## src/rtl/fir_stream_engine.sv

```systemverilog
// Block-based streaming FIR engine: reads N samples from memory, filters them, writes N results.
// Define FIR_SAT_EN to saturate results to DW bits; by default results wrap to the low DW bits.

module fir_stream_engine #(
  parameter int DW    = 8,
  parameter int CW    = 8,
  parameter int NTAPS = 5,
  parameter int AW    = 10
) (
  input  logic                     clk,
  input  logic                     rst_n,
  input  logic                     start,
  input  logic [AW-1:0]            input_addr,
  input  logic [AW-1:0]            output_addr,
  input  logic [AW-1:0]            sample_count,
  input  logic [4:0]               out_shift,
  input  logic                     coef_we,
  input  logic [$clog2(NTAPS)-1:0] coef_idx,
  input  logic [CW-1:0]            coef_data,
  output logic                     busy,
  output logic                     done,
  output logic [AW-1:0]            mem_addr_a,
  input  logic [DW-1:0]            mem_data_out_a,
  output logic [AW-1:0]            mem_addr_b,
  output logic [DW-1:0]            mem_data_in_b,
  output logic                     mem_we_b
);

  localparam int IW   = $clog2(NTAPS);
  localparam int PW   = DW + CW;
  localparam int AccW = DW + CW + $clog2(NTAPS);

  typedef enum logic [1:0] {IDLE, RUN, DRAIN, DONE} state_t;

  state_t state, state_next;

  logic [AW-1:0]          in_base, out_base, blk_count, rd_cnt, wr_cnt;
  logic [4:0]             blk_shift;
  logic                   v_data, v_tap, v_prod, v_acc;
  logic signed [DW-1:0]   taps  [NTAPS];
  logic signed [CW-1:0]   coef  [NTAPS];
  logic signed [PW-1:0]   prods [NTAPS];
  logic signed [AccW-1:0] acc, sum;
  logic                   accept, last_rd, last_wr;

  assign accept  = (state == IDLE) && start;
  assign last_rd = (rd_cnt == blk_count - AW'(1));
  assign last_wr = v_acc && (wr_cnt == blk_count - AW'(1));

  always_ff @(posedge clk) begin
    if (!rst_n) state <= IDLE;
    else        state <= state_next;
  end

  always_comb begin
    state_next = state;
    case (state)
      IDLE:    if (start) state_next = (sample_count == '0) ? DONE : RUN;
      RUN:     if (last_rd) state_next = DRAIN;
      DRAIN:   if (last_wr) state_next = DONE;
      DONE:    state_next = IDLE;
      default: state_next = IDLE;
    endcase
  end

  always_comb begin
    busy       = (state == RUN) || (state == DRAIN);
    done       = (state == DONE);
    mem_addr_a = (state == RUN) ? in_base + rd_cnt : '0;
  end

  // Pipeline: read data -> tap shift -> product register -> sum register, write in the following cycle.
  always_ff @(posedge clk) begin
    if (!rst_n) begin
      in_base   <= '0;
      out_base  <= '0;
      blk_count <= '0;
      blk_shift <= '0;
      rd_cnt    <= '0;
      wr_cnt    <= '0;
      v_data    <= 1'b0;
      v_tap     <= 1'b0;
      v_prod    <= 1'b0;
      v_acc     <= 1'b0;
      acc       <= '0;
      for (int k = 0; k < NTAPS; k++) begin
        taps[k]  <= '0;
        prods[k] <= '0;
      end
    end else begin
      if (accept) begin
        in_base   <= input_addr;
        out_base  <= output_addr;
        blk_count <= sample_count;
        blk_shift <= out_shift;
        rd_cnt    <= '0;
        wr_cnt    <= '0;
      end else begin
        if (state == RUN) rd_cnt <= rd_cnt + AW'(1);
        if (v_acc)        wr_cnt <= wr_cnt + AW'(1);
      end

      v_data <= (state == RUN);
      v_tap  <= v_data;
      v_prod <= v_tap;
      v_acc  <= v_prod;

      if (accept) begin
        for (int k = 0; k < NTAPS; k++) taps[k] <= '0;
      end else if (v_data) begin
        taps[0] <= mem_data_out_a;
        for (int k = 1; k < NTAPS; k++) taps[k] <= taps[k-1];
      end

      for (int k = 0; k < NTAPS; k++) prods[k] <= PW'(coef[k]) * PW'(taps[k]);
      acc <= sum;
    end
  end

  always_comb begin
    sum = '0;
    for (int k = 0; k < NTAPS; k++) sum = sum + AccW'(prods[k]);
  end

  // Coefficients are frozen while a block runs so a block always sees one consistent filter.
  always_ff @(posedge clk) begin
    if (!rst_n) begin
      for (int k = 0; k < NTAPS; k++) coef[k] <= '0;
    end else if (coef_we && !busy && ({1'b0, coef_idx} < (IW+1)'(NTAPS))) begin
      coef[coef_idx] <= coef_data;
    end
  end

  assign mem_we_b   = v_acc;
  assign mem_addr_b = v_acc ? out_base + wr_cnt : '0;

`ifdef FIR_SAT_EN
  localparam logic signed [AccW-1:0] SAT_MAX = AccW'((2 ** (DW - 1)) - 1);
  localparam logic signed [AccW-1:0] SAT_MIN = AccW'(-(2 ** (DW - 1)));

  logic signed [AccW-1:0] shifted;

  always_comb begin
    shifted = acc >>> blk_shift;
    if (shifted > SAT_MAX)      mem_data_in_b = SAT_MAX[DW-1:0];
    else if (shifted < SAT_MIN) mem_data_in_b = SAT_MIN[DW-1:0];
    else                        mem_data_in_b = shifted[DW-1:0];
  end
`else
  assign mem_data_in_b = DW'(acc >>> blk_shift);
`endif

endmodule

```

## config.mk

```make
export PLATFORM = sky130hd
export DESIGN_NAME = fir_stream_engine
export DESIGN_NICKNAME = d
export VERILOG_FILES = /design/src/rtl/fir_stream_engine.sv
export SDC_FILE = /design/constraint.sdc
export NUM_CORES = 1
export LEC_CHECK = 0
export BUFFER_PORTS_ARGS = -buffer_cell sky130_fd_sc_hd__buf_2
export CAP_MARGIN = 10
export CORE_MARGIN = 2
export CORE_UTILIZATION = 50
export DETAILED_ROUTE_END_ITERATION = 6
export PLACE_DENSITY = 0.67
export SETUP_SLACK_MARGIN = 0.05
export SLEW_MARGIN = 5
export SYNTH_ARGS = -nofsm -noshare
export SYNTH_HDL_FRONTEND = slang
export SYNTH_SLANG_ARGS = --single-unit
```

## constraint.sdc

```tcl
create_clock -name clk -period 8 [get_ports clk]
set_clock_uncertainty 0.1 [all_clocks]
set_input_delay 0.4 -clock clk [delete_from_list [all_inputs] [get_ports clk]]
set_output_delay 0.4 -clock clk [all_outputs]
set_load 0.02 [all_outputs]
```

# Word-level counts from Yosys, hierarchy flattened
# Memory sizes are Yosys's and may differ from the RTL's.
# Cells that the tools add are included.
[op_classes]
n_addsub = 9
multipliers = 5
div = 0
magnitude_cmp = 1
n_eq_ne = 8
n_shift = 1
muxes = 37
bitwise_logic = 16
n_reduce_logical = 11
[op_table]
columns = ["cell", "n"]
rows = [
  ["8-bit 2-to-1 mux", 11],
  ["8-bit by 8-bit multiplier with 16-bit output", 5],
  ["16-bit 2-to-1 mux", 5],
  ["10-bit by 1-bit adder with 10-bit output, second input constant", 2],
  ["10-bit adder", 2],
  ["10-bit equality test", 2],
  ["10-bit 2-to-1 mux", 2],
  ["18-bit by 16-bit adder with 19-bit output", 1],
  ["19-bit by 16-bit adder with 19-bit output", 1],
  ["19-bit by 5-bit >>> shifter with 8-bit output", 1],
  ["17-bit by 16-bit adder with 18-bit output", 1],
  ["16-bit by 16-bit adder with 17-bit output", 1],
  ["1-bit bitwise OR", 15],
  ["1-bit 2-to-1 mux", 13],
  ["10-bit logical NOT", 1],
  ["10-bit by 1-bit subtractor with 10-bit output, second input constant", 1],
  ["2-bit 2-to-1 mux", 4],
  ["2-bit case mux with 4 select lines", 1],
  ["8-bit OR reduction", 1],
  ["2-bit != test, second input constant", 3],
  ["2-bit equality test, second input constant", 2],
  ["1-bit logical AND", 4],
  ["3-bit less-than comparator, second input constant", 1],
  ["3-bit 2-to-1 mux", 1],
  ["7 further kinds", 7],
]
[totals]
ff_bits = 80
latch_bits = 0
ramBits = 160
rom_bits = 0
memories = 3
[memory_table]
columns = ["memory", "words", "width", "read_ports", "rd_clocked_by_memory_dff", "write_ports", "line", "text"]
rows = [
  ["prods", 5, 16, 5, 0, 5, "42", "logic signed [PW-1:0] prods [NTAPS];"],
  ["coef", 5, 8, 5, 0, 5, "41", "logic signed [CW-1:0] coef [NTAPS];"],
  ["taps", 5, 8, 5, 0, 5, "40", "logic signed [DW-1:0] taps [NTAPS];"],
]

# Logic depth before layout (Yosys ltp)
# Gate-level depths: netlist of run 1.
[logic_depth]
word_depth = 10
ltp_mapped = 18
depth_no_buf = 17

# Worst setup path after synthesis of run 1
# OpenSTA, ideal clock, no wires.
[synth_timing]
path_type = "reg-to-reg"
startpoint = "mem coef[1][5]"
endpoint = "mem prods[1][15] in the netlist's numbering"
setup_time_ps = 115
t_arrival_ps = 4194
t_required_ps = 7785
path_slack_ps = 3591
stages_incl_launch_ff = 16
period_less_slack_ps = 4409
path_cell_list = "edfxtp_1 -> and2_1 -> fa_1 -> inv_1 -> fa_1 -> inv_1 -> fa_1 -> inv_1 -> fa_1 -> inv_1 -> ha_1 -> a2111oi_0 -> nor3_1 -> o31ai_1 -> xnor2_1 -> and2_1"
[synth_rtl]
columns = ["element", "line"]
rows = [
  ["from (decl)", "41"],
  ["to (decl)", "42"],
]

==> results of run 1 <==
[power breakdown]
group          switching (mW)  total [mW]  internal (mW)
sequential              0.257        1.78           1.53
clock                   0.526        1.29          0.764
combinational            2.62        4.75           2.13
[kinds of logic (layout without fill, tap and decap cells)]
logic type / count (synthesis) / count (layout) / synth area share (%)
AND/OR/NAND/NOR: 865 / 865 / 19.3
AO/OA/AOI/OAI: 242 / 242 / 6.39
XOR/XNOR: 128 / 128 / 4.55
buffers and inverters: 575 / 691 / 8.87
adder cells (fa/ha/maj): 517 / 517 / 36.2
multiplexers: 41 / 41 / 1.82
flip-flops: 240 / 240 / 22.8
[flip-flops by register name, summed over array words and instances (netlist names), 2 cells and up]
register,cells
acc,19
in_base,10
rd_cnt,10
taps,40
prods,80
coef,40
blk_count,10
out_base,10
state,2
wr_cnt,10
blk_shift,5
[area by class of cell]
class | instances | area, um^2 | area share [%]
Clock buffer | 36 | 752 | 2.79
Clock inverter | 13 | 174 | 0.645
Inverter | 513 | 1930 | 7.15
Multi-Input combinational cell | 1793 | 16800 | 62.5
Sequential cell | 240 | 5610 | 20.8
Tap cell | 664 | 831 | 3.08
Timing Repair Buffer | 129 | 828 | 3.07
[synthesized netlist by cell type, drive strengths merged, types with 15 or more instances]
cell type / instances / area [um^2]
inv: 512 / 1920
and2: 377 / 2360
fa: 327 / 6550
nand2: 200 / 751
ha: 190 / 2380
dfxtp: 160 / 3200
xnor2: 86 / 753
edfxtp: 80 / 2400
nor2: 72 / 270
a21oi: 67 / 339
nor2b: 53 / 332
clkbuf: 51 / 191
o21ai: 45 / 225
a21boi: 42 / 315
xor2: 42 / 368
mux2i: 29 / 290
nor3: 28 / 140
a21o: 26 / 195
or3: 24 / 150
nand2b: 20 / 125
nand3: 17 / 85.1
nor3b: 15 / 113
[repair_timing]
action	in CTS	in global routing
hold endpoints to repair	32	0
hold buffers	32	0
resized for setup	0	0
[through the flow]
stage | hold slack (ns) | worst slack [ns] | total power [mW] | cells | util, %
finish | 0.0183 | 3.12 | 7.83 | 3388 | 55.3
global route | 0.0156 | 2.70 | 8.65 | 3388 | 55.3
CTS | 0.000788 | 3.13 | 7.92 | 3387 | 55.3
detailed placement | 0.325 | 3.18 | 6.58 | 3306 | 52.7
global placement | 0.326 | 3.28 | 6.46 | 3306 | 52.7
floorplan | 0.312 | 3.59 | 5.38 | 2608 | -
[metal layers]
metal  track usage (%)  part of all wire, %  up-vias
met5                 0                    0        -
met4              5.55                  2.5        0
met3              2.72                  3.8       82
met2              37.7                   47      344
met1              30.2                   46     8158
li1                  -                    -     8299
[final timing paths]
path	from	end	slack, ns	cells after the start
min reg2reg	v_prod	mem_we_b	0.33	1
max	taps[0][2]	prods[0][15]	3.12	13
min	mem_data_out_a[6]	taps[0][6]	0.02	2
max reg2reg	taps[0][2]	prods[0][15]	3.12	13
==> flow_metrics.tcl, run 1 <==
set metrics [dict create \
    cts_root_buf "clkbuf_16" \
    clk_latency_ns 0.57 \
    power_density_mw_per_mm2 290 \
    nFillCells 4370 \
    grt_overflow 0 \
    min_period_ns 4.88 \
    dpl.hpwl_um 44800 \
    end_kind "register" \
    yosys_warnings 0 \
    rsz0062_at_grt "false" \
    cts_tree "yes" \
    die_h_um 226 \
    cp-start-kind "register" \
    max_slew.worst_pin.slew_ns 1.00 \
    path_common_cell "fa_1" \
    max_freq_mhz 205 \
    cts_sinks 240 \
    placedInstanceArea_mm2 0.0257 \
    drt_iter0_markers 741 \
    critical_path_required_ns 8.34 \
    tns_ns 0 \
    max_stage_delay_ns 0.59 \
    drc 0 \
    clk_pin_slew_worst_paths_ns 0.06 \
    synth_edf_count 80 \
    critical-path-top-delay-family "adder cells" \
    irDropWorstVdd_v 0.000217 \
    cts_setup_buffers 0 \
    diodes 0 \
    slew-limit-headroom_pct 32.9 \
    status "completed" \
    area_growth_pct 9.45 \
    io_pins 89 \
    finalNetCount 3280 \
    min_path_type "in2reg" \
    post-route-period-util_pct 61.0 \
    finalSetupViolations 0 \
    clk_path_buf_depth 3 \
    cts_buffers 28 \
    synth.distinct_cells 61 \
    drtPass1Iterations 5 \
    synth_seq_area_share_pct 22.8 \
    ant_nets 0 \
    route.final.wire_length_um 54700 \
    syn-cell-area_mm2 0.0246 \
    syn_nets 3183 \
    power.leakage_nw 13.0 \
    routed_via_density 4.98 \
    ys_ff_latch 240 \
    layout-drive-gt1-share_pct 6.06 \
    rows 81 \
    io_buffers 88 \
    path_class "reg2reg" \
    path_cells "nand2_1 -> fa_1 -> fa_1 -> fa_1 -> fa_1 -> inv_1 -> ha_1 -> a21o_1 -> a2111oi_0 -> nor3_1 -> nor3_1 -> o21ai_0 -> a21boi_0" \
    core_area_mm2 0.0487 \
    wire_per_inst_um 16.1 \
    grt_usage_pct 22.2 \
    synth_area_per_cell_um2 9.44 \
    final_cell_mix "512 x inv_1, 377 x and2_1, 327 x fa_1" \
    gp_congestion 0.870 \
    maxCapViolations 0 \
    async_flop_share_pct 0 \
    worst-path-buf-inv 1 \
    grt_pass1_wl_um 90800 \
    final_common_cell "inv_1" \
    htreeDepth 1 \
    antenna_found_initial 1 \
    slowest_stage "a2111oi_0" \
    die_area_mm2 0.0510 \
    path_max_fanout 9 \
    synth_cells 2608 \
    start_util_pct 50.5 \
    vias 16900 \
    finalInstanceArea_mm2 0.0269 \
    grt_max_degree 79 \
    die_x_um 226 \
    slew_violations 0 \
    synth-main-ff-cell "dfxtp_1" \
    finalHoldViolations 0 \
    grt_pass1_vias 17700 \
    arrival_ns 5.23 \
]
No activity file was read; power rests on OpenSTA's default activity.
==> run 2: changes to the inputs <==
==> constraint.sdc (replaced) <==
create_clock -name clk -period 4.7 [get_ports clk]
set_clock_uncertainty 0.1 [all_clocks]
set_input_delay 0.235 -clock clk [delete_from_list [all_inputs] [get_ports clk]]
set_output_delay 0.235 -clock clk [all_outputs]
set_load 0.02 [all_outputs]
==> run 2 against run 1 <==
Net effect:
- worst hold slack lost 0.0033 ns
- wire length rose by 2.7%
- sequential power grew 69%
- die area unchanged
- combinational power is 79% higher
- cell area grew 3.9%
- largest power group unchanged
- critical path depth up 4
- clock-buffer cell count is 6 lower
- clock power up 78%
- global-route usage hardly changed
- sequential share of layout area fell by 0.78 points
==> flow_metrics.tcl, run 2 (same netlist as run 1, synthesis figures left out) <==
set metrics [dict create \
    rows 81 \
    clk_latency_ns 0.57 \
    cts_tree "yes" \
    hold_start "coef_data[5]" \
    gp_congestion 0.885 \
    end_kind "register" \
    dpl_worst_slack_ns 0.000145 \
    io_buffers 88 \
    arrival_ns 4.96 \
    maxCapViolations 0 \
    routed_via_density 5.01 \
    path_cells "buf_4 -> buf_4 -> and2_1 -> fa_1 -> inv_1 -> fa_1 -> inv_1 -> fa_1 -> inv_1 -> fa_1 -> inv_1 -> ha_1 -> nand3_1 -> nor3_2 -> nor3_1 -> or3_1 -> a21boi_0" \
    clk_path_buf_depth 3 \
    drtPass1Iterations 5 \
    fin_ws_ns 0.127 \
    whs_ns 0.0150 \
    nFillCells 4249 \
    cts_buffers 28 \
    grt_usage_pct 22.2 \
    power.leakage_nw 13.6 \
    clk_pin_slew_worst_paths_ns 0.07 \
    post-route-period-util_pct 97.3 \
    largest_register "prods" \
    min_path_type "in2reg" \
    area_growth_pct 13.7 \
    diodes 0 \
    finalInstanceArea_mm2 0.0280 \
    rsz0062_at_grt "true" \
    final_cell_mix "509 x inv_1, 370 x and2_1, 325 x fa_1" \
    cp-start-kind "register" \
    dpl.hpwl_um 45500 \
    finalNetCount 3373 \
    critical_path_required_ns 5.09 \
    layout-drive-gt1-share_pct 10.5 \
    p_total_mw 13.8 \
    slew_violations 0 \
    max_slew.worst_pin.slew_ns 1.02 \
    htreeDepth 1 \
    grt_max_degree 56 \
    io_pins 89 \
    path_class "reg2reg" \
    final_common_cell "inv_1" \
    slew-limit-headroom_pct 31.8 \
    ant_nets 0 \
    core_area_mm2 0.0487 \
    max_freq_mhz 219 \
    min_period_ns 4.57 \
    wire_per_inst_um 16.1 \
    grt_pass1_wl_um 90400 \
    placedCellCount 3347 \
    slowest_stage "fa_1" \
    finalHoldViolations 0 \
    irDropWorstVdd_v 0.000371 \
    drt_iter0_markers 747 \
    vias 17400 \
    cp-startpoint "coef[3][5]" \
    cts_sinks 240 \
    power_density_mw_per_mm2 493 \
    path_max_fanout 5 \
    drc 0 \
    rr_startpoint "coef[3][5]" \
    die_h_um 226 \
    grt_overflow 0 \
    finalSetupViolations 0 \
    cts_root_buf "clkbuf_16" \
    top_regs "prods: 80 flops, coef: 40 flops, taps: 40 flops" \
    placedInstanceArea_mm2 0.0260 \
    route.final.wire_length_um 56200 \
    largest_reg_flops 80 \
    die_x_um 226 \
    die_area_mm2 0.0510 \
    max_stage_delay_ns 0.50 \
    status "completed" \
    instances_no_fill 3484 \
    grt_pass1_vias 18100 \
    start_util_pct 50.5 \
    antenna_found_initial 1 \
]
## run 2: worst max-delay path, delay by kind of cell, from the launching register on
family / cells / cell delay, ns
adders and majority gates: 5 / 2.35
and+or+nand+nor: 5 / 0.96
buffers and inverters: 6 / 0.50
DFF: 1 / 0.44
AOI/OAI and AO/OA: 1 / 0.16
## run 2: power by group
part	leakage, nW	switching [mW]	internal [mW]
Sequential	2.17	0.408	2.60
Combinational	10.9	4.63	3.87
Clock	0.465	0.924	1.36
Total	13.6	5.96	7.83
## run 2: final cells by class
class	count	area [um^2]	share of cell area, %
clock inverters	22	236	0.845
clock buffers	30	739	2.64
well taps	664	831	2.97
flip-flops and latches	240	5610	20.0
inverters	513	1930	6.88
multi-input cells	1793	17100	61.0
repair buffers	222	1570	5.61
## run 2: what timing repair did
| action | 4_1_cts | 5_1_grt |
|---|---|---|
| setup buffers | 20 | 19 |
| endpoints found under the hold margin | 53 | 0 |
| hold buffers | 46 | 0 |
| resized for setup | 3 | 62 |
| pin swaps | 0 | 14 |
| setup endpoints to repair | 7 | 23 |
## run 2: path summary, 6_finish.rpt
path / endpoint / slack [ns] / cells after the start
worst max-delay path: prods[3][15] / 0.13 / 17
worst min-delay path: coef[3][5] / 0.02 / 2
worst max register to register: prods[3][15] / 0.13 / 17
worst min register to register: mem_we_b / 0.34 / 1
## run 2: per-stage QoR
stage / TNS, ns / utilization, %
final: 0 / 57.4
after global routing: -0.0678 / 57.4
after CTS: 0 / 56.6
after detailed placement: 0 / 53.3
after global placement: 0 / 53.3
after floorplan: 0 / -
## run 2: routing by layer
metal / global-route usage (%) / wire [um] / vias up
met4: 6.11 / 1510 / 0
met2: 38.6 / 27200 / 339
li1: - / - / 8491
met3: 2.58 / 2090 / 69
met1: 29.4 / 25400 / 8541
met5: 0 / 0 / -
